===== config.mk =====
export PLATFORM = sky130hd
export DESIGN_NAME = max_pool_vertical_buffer
export DESIGN_NICKNAME = d
export VERILOG_FILES = /design/src/rtl/max_pool_vertical_buffer.sv
export SDC_FILE = /design/constraint.sdc
export NUM_CORES = 2
export LEC_CHECK = 0
export BUFFER_PORTS_ARGS = -buffer_cell sky130_fd_sc_hd__buf_2
export CORE_AREA = 8 8 529 375
export DETAILED_ROUTE_END_ITERATION = 16
export DIE_AREA = 0 0 537 383
export PLACE_DENSITY_LB_ADDON = 0.05
export SLEW_MARGIN = 0
export SYNTH_ARGS = -nofsm -noshare
export SYNTH_HDL_FRONTEND = slang
export SYNTH_SLANG_ARGS = --single-unit

===== constraint.sdc =====
create_clock -name clk -period 27.6 [get_ports clk]
set_clock_uncertainty 0.05 [all_clocks]
set_input_delay 2.76 -clock clk [delete_from_list [all_inputs] [get_ports clk]]
set_output_delay 2.76 -clock clk [all_outputs]
set_load 0.02 [all_outputs]

===== src/rtl/max_pool_vertical_buffer.sv =====
// Vertical stage of a 2x2 max-pool: even rows go into a line buffer, odd rows
// are max'ed against it. Define MAX_POOL_VERTICAL_RELU_EN to clamp results at 0.

module max_pool_vertical_lane #(
    parameter int EW = 16
) (
    input  logic [EW-1:0] a,
    input  logic [EW-1:0] b,
    output logic [EW-1:0] y
);
    logic [EW-1:0] m;

    always_comb begin
        m = ($signed(a) > $signed(b)) ? a : b;
`ifdef MAX_POOL_VERTICAL_RELU_EN
        y = m[EW-1] ? '0 : m;
`else
        y = m;
`endif
    end
endmodule

module max_pool_vertical_buffer #(
    parameter int DATA_WIDTH  = 8,
    parameter int NUM_MODULES = 16,
    parameter int ROW_BEATS   = 8
) (
    input  logic                                clk,
    input  logic                                rst,
    input  logic                                in_valid,
    output logic                                in_ready,
    input  logic [DATA_WIDTH*2*NUM_MODULES-1:0] data_in,
    output logic                                out_valid,
    input  logic                                out_ready,
    output logic [DATA_WIDTH*2*NUM_MODULES-1:0] data_out,
    output logic                                row_done
);
    localparam int EW = 2 * DATA_WIDTH;
    localparam int BW = EW * NUM_MODULES;
    localparam int CW = $clog2(ROW_BEATS);

    typedef enum logic {FILL, POOL} state_t;

    state_t          state_q, state_d;
    logic [CW-1:0]   beat_cnt, beat_cnt_d;
    logic [BW-1:0]   line_buf [ROW_BEATS];
    logic [BW-1:0]   rd_row, pooled;
    logic            accept, last_beat, out_load;

    assign last_beat = (beat_cnt == CW'(ROW_BEATS - 1));

    // FILL never looks at the output register, so a stalled beat can drain later
    always_comb begin
        state_d    = state_q;
        beat_cnt_d = beat_cnt;
        in_ready   = (state_q == FILL) || !out_valid || out_ready;
        accept     = in_valid && in_ready;
        out_load   = accept && (state_q == POOL);
        if (accept) begin
            beat_cnt_d = last_beat ? '0 : beat_cnt + 1'b1;
            if (last_beat)
                state_d = (state_q == FILL) ? POOL : FILL;
        end
    end

    always_ff @(posedge clk or posedge rst) begin
        if (rst) begin
            state_q   <= FILL;
            beat_cnt  <= '0;
            out_valid <= 1'b0;
            data_out  <= '0;
            row_done  <= 1'b0;
        end else begin
            state_q  <= state_d;
            beat_cnt <= beat_cnt_d;
            row_done <= out_load && last_beat;
            if (out_load) begin
                data_out  <= pooled;
                out_valid <= 1'b1;
            end else if (out_ready) begin
                out_valid <= 1'b0;
            end
        end
    end

    // Line buffer content is don't-care after reset, so no reset here
    always_ff @(posedge clk) begin
        if (accept && state_q == FILL)
            line_buf[beat_cnt] <= data_in;
    end

    assign rd_row = line_buf[beat_cnt];

    for (genvar g = 0; g < NUM_MODULES; g++) begin : g_lane
        max_pool_vertical_lane #(.EW(EW)) u_lane (
            .a (rd_row[g*EW +: EW]),
            .b (data_in[g*EW +: EW]),
            .y (pooled[g*EW +: EW])
        );
    end
endmodule


# Word level (Yosys, flattened, before mapping)
# Memory sizes are Yosys's and may differ from the RTL's.
# Index checks and enable logic that the tools add are counted.
# word_totals
reg_bits	262
ramBits	2048
input_bits	260
mem_count	1
# memory_table
name	depth	word_bits	read_ports	rd_ports_with_merged_regs	write_ports	line_no	source
line_buf	8	256	1	0	1	46	logic [BW-1:0] line_buf [ROW_BEATS];
# op_classes
add_sub_neg	1
magnitude_cmp	16
eq_ne	1
n_mux	22
bitwise_logic	1
reduce_logical	9
# op_table
op	count
> comparator 16 bit	16
two-way mux 16 bit	16
two-way mux 1 bit	5
logical AND 1 bit	4
adder 3 x 1 -> 3 bit, second input constant	1
equality test 3 bit, second input constant	1
two-way mux 3 bit	1
logical OR 1 bit	2
AND reduction 2 bit	1
nonzero test 2 bit	1
zero test 1 bit	1
NOT 1 bit	1

# Depth between registers and ports, before layout
# depth
ltp_word	7
depth_mapped	19

# Hierarchy
# From an unflattened synthesis, not the netlist that was laid out.
# hier_totals
cells_unflattened	4807
area_unflattened_um2	99046.2
# by_module_without_submodules
mod	instances	cells_each	area_per_inst_um2
max_pool_vertical_buffer	1	3543	87795.5
max_pool_vertical_lane	16	79	703.2

# Worst setup path before layout
# OpenSTA, ideal clock, no wires.
# synth_path
kind	in2reg
from	in in_valid
to	mem line_buf[0][0] (netlist name), enable pin
setup_time_ns	1.186
arrival_ns	20.195
t_required_ns	26.364
setup_slack_ns	6.169
stages	3
n_path_buf	1
path_cell_list	nand2b_1 buf_1 nor3_1
# synth_between
elab_chain_len	4
# synth_lines
item	line_no	source
from (decl)	30	input logic in_valid,
logical AND 1 bit	57	accept = in_valid && in_ready;
logical AND 1 bit	88	if (accept && state_q == FILL)
two-way mux 1 bit	88	
two-way mux 1 bit (implied by the code)	89	line_buf[beat_cnt] <= data_in;
to (decl)	46	
# Every way passes these cells.

# Worst setup path in the final report
# layout_path
from	reg beat_cnt[2]
to	reg data_out[112]
# layout_between
elab_chain_len	3
# layout_lines
item	line_no	source
from (decl)	45	logic [CW-1:0] beat_cnt, beat_cnt_d;
from (signal assigned)	75	beat_cnt <= beat_cnt_d;
memory read (8 x 256 bit) (*)	--	
> comparator 16 bit	14	m = ($signed(a) > $signed(b)) ? a : b;
two-way mux 16 bit (*)	14	
to (signal assigned)	78	data_out <= pooled;
to (decl)	35	output logic [DATA_WIDTH*2*NUM_MODULES-1:0] data_out,
# Every way passes the cells marked *; elsewhere a longest branch is shown, timed or not.
# A chain may end at the register's enable or synchronous reset.

==> key figures <==
Outcome
  • Status: completed

Logic synthesis
  • Top FF cell, synth: edfxtp_1
  • Xor and xnor fraction of the mapped netlist area: less than 1%
  • Largest family of logic cells by synthesized area: compound AO/OA/AOI/OAI gates
  • Post-synth EDFFs: 2048
  • Post-Synth Adder-Cell Area: under 10%
  • Top-count cell post-synth: edfxtp_1
  • Post-synthesis compound-gate area fraction: 9.929%
  • Cells after Synth: about 5.9k
  • Post-synthesis simple-gate area fraction: 3.713%
  • Post-synth ARST share: 11.34%
  • Synth area leader: edfxtp_1
  • Mapped Nets: about 6.5k
  • Register area share after synthesis: 72.02%
  • Area fraction of the dominant cell type after synthesis: approximately two thirds
  • Syn Area/Cell: 15.91 sq um
  • Cell Area, Synth: 94500 sq um
  • Most common library cells after synthesis: edfxtp_1, mux2i_1, nand2_1
  • Mux contribution to synthesized area: roughly 8%
  • Unique masters post-synth: 70
  • Yosys Warn Count: 0
  • Synthesized flop and latch total: ~2.3k
  • Largest cells by area after synthesis: edfxtp_1, dfrtp_1, mux2i_1

Power
  • Leak: approximately 39 nW
  • Clock network power share: ~25%
  • Reg power frac: 35.8%
  • Switching Power: 4.873 mW
  • Sw Ratio: 38.20%
  • Pwr dens: approximately 120 nW/um^2
  • Worst IR drop on VDD: 0.08842 mV
  • P_int: 7.885 mW
  • Gate power share: approximately 40%

Setup path
  • Depth of the most critical reg-to-reg path: 14
  • Slowest CP cell: nor2_4
  • Startpoint Class: flop
  • Setup crit end kind: flop
  • CP arrival: between 7000 and 8000 ps
  • Crit Path Category: flop to flop
  • Worst path max stage delay: just over 900 ps
  • Worst path most repeated cell: buf_4
  • Worst path bufs/invs: 3
  • Data required, critical path: between 20000 and 30000 ps
  • R2r endpoint: data_out[112]
  • Setup slack, reg-to-reg: ~21000 ps
  • Max FO, Critical Path: 41
  • Crit-path cells: clkinv_2, nor2_4, buf_4, buf_4, a222oi_1, o21ai_0, ha_1, nand4_1, nor3_1, a21boi_1, or4_1, o211a_1, mux2i_1, mux2_2
  • Kind of cell adding the most delay to the critical path: buffers and inverters
  • Worst R2R Start: beat_cnt[2]

Global routing
  • Global-route wire length before repair: around 410000 um
  • Number of global-route vias before repair: 55.88k
  • Total Routing Usage GR: 27.23%
  • Largest net degree at the start of global routing: 194
  • GRT overflow: 0
  • Initial antenna violation count: 50

STA
  • Crit path time final: around 7000 ps
  • Worst slew margin: 20.17%
  • Slew Viols, Final: 0
  • Period utilization: between 20% and 30%
  • Max Fclk: 142.9 MHz
  • # setup viols final: 0
  • Count of final hold-check violations: 0
  • Setup tns final: 0 ps
  • Final hold slack: 426.8 ps
  • Tightest Pin Transition: 1197 ps
  • Unrepaired setup endpoints after global routing: false

Run
  • Max Cap Violations: 0

Route
  • Routed Antenna Nets: 0
  • DRC Markers: 0
  • WL/cell: about 31 um
  • Vias: between 50k and 60k
  • WL final: 286400 um
  • DR pass1 iterations: 6
  • Drt initial violations: roughly 5.5k
  • Via density: about 6.1

Clock tree
  • Inserted Clock Buffers: between 200 and 250
  • Worst-Skew Late Latency: 860 ps
  • CTS Sinks: between 2k and 2.5k
  • Post-CTS Resized: 0
  • Clk buf depth: 4
  • Post-CTS Setup Inserts: 0
  • CTS H-tree lvls: 4
  • Hold Buf Count CTS: 0
  • Clock Pin Slew Worst Setup and Hold Paths: approximately 60 ps
  • Root buffer cell: clkbuf_16
  • CTS tree: yes

Die
  • Die X: 537 um
  • Die Y-Extent: 383 um
  • Core Box Area: roughly 190000 sq um
  • Initial Utilization: 49.79%
  • I/O pin count: around 520
  • Number of cell rows: 134
  • Die area: 205700 sq um

Layout
  • Layout cell share with drive strength beyond 1: roughly a fifth
  • Final instance area: 107200 sq um
  • Area delta synth->final: 13.49%
  • Nets: about 7.0k
  • Post-layout util: 56.51%
  • Fin cells: 9179

Place
  • RD Place Congestion: slightly above 0.8
  • Post-placement cell count: ~9k
  • PortBufs: 518
  • Detailed Place HPWL: roughly 160000 um
  • Placed inst area: ~100000 sq um

Worst hold path
  • Hold path endpoint: data_out[59]
  • Worst min-delay path category: flop to flop
  • Hold Crit Start: data_out[59]
  • Hold path depth: 2
power by group through the flow:
stage	registers, mW	clock network (mW)	logic (mW)
final	4.57	3.14	5.05
after global routing	4.61	3.32	5.43
after CTS	4.58	3.19	5.06
after detailed placement	4.64	0	5.04
after global placement	4.63	0	5.00
after floorplan	4.99	0	3.10
cell type report:
class                      instances  area (sq um)
fill                           15030         82550
sequential                      2310         68070
multi-input combinational       3047         24030
clock buffer                     288          6133
timing repair buffer             621          3528
tap                             2516          3148
clock inverter                   122          1313
inverter                         252         962.2
antenna                           23         57.56
tightest hold or removal path: stages, from the launching register on:
cell     delay, ps
dfrtp_1        330
nand2_1         50
o21ai_0         60
metal layers:
layer	track usage, %	wire length [um]
met4	7.336	7591
met5	0	92
met1	39.94	126200
met3	5.263	22830
met2	41.91	129700
state kept, by name, indices dropped and copies added, names as in the netlist:
signal / cells
data_out: 256
row_done: 1
beat_cnt: 3
line_buf: 2048
state_q: 1
out_valid: 1
logic make-up (layout without fill, tap and decap cells):
group	count (synthesis)	count (layout)
flip-flops	2310	2310
buffers and inverters	582	1283
XOR/XNOR	1	1
other	0	23
multiplexers	663	663
adder cells (fa/ha/maj)	258	258
AO/OA/AOI/OAI	1348	1348
AND/OR/NAND/NOR	777	777
per-stage QoR:
step | power (mW) | worst slack (ps)
3_3_place_gp | 9.637 | 20630
3_5_place_dp | 9.684 | 20630
2_1_floorplan | 8.091 | 6169
6_report | 12.76 | 20600
4_1_cts | 12.83 | 20600
5_1_grt | 13.36 | 20350
layout by cell type (no fill, tap or decap), drive strengths merged, types with 237 or more instances in the layout:
cell / Yosys / routed
a21oi: 237 / 237
buf: 182 / 621
clkbuf: 148 / 288
dfrtp: 262 / 262
edfxtp: 2048 / 2048
ha: 258 / 258
inv: 252 / 251
mux2i: 437 / 437
nand2: 383 / 383
o21ai: 374 / 374
worst max path at each step:
stage	endpoint	start	slack [ps]	depth (start not counted)
CTS	data_out[112]	beat_cnt[2]	20600	14
detailed placement	data_out[112]	beat_cnt[2]	20630	14
global placement	data_out[112]	beat_cnt[2]	20630	14
floorplan	line_buf[0][0]	in_valid	6170	3
finish	data_out[112]	beat_cnt[2]	20600	14
global route	data_out[51]	beat_cnt[2]	20350	14
Power figures use the tool's default switching activity.
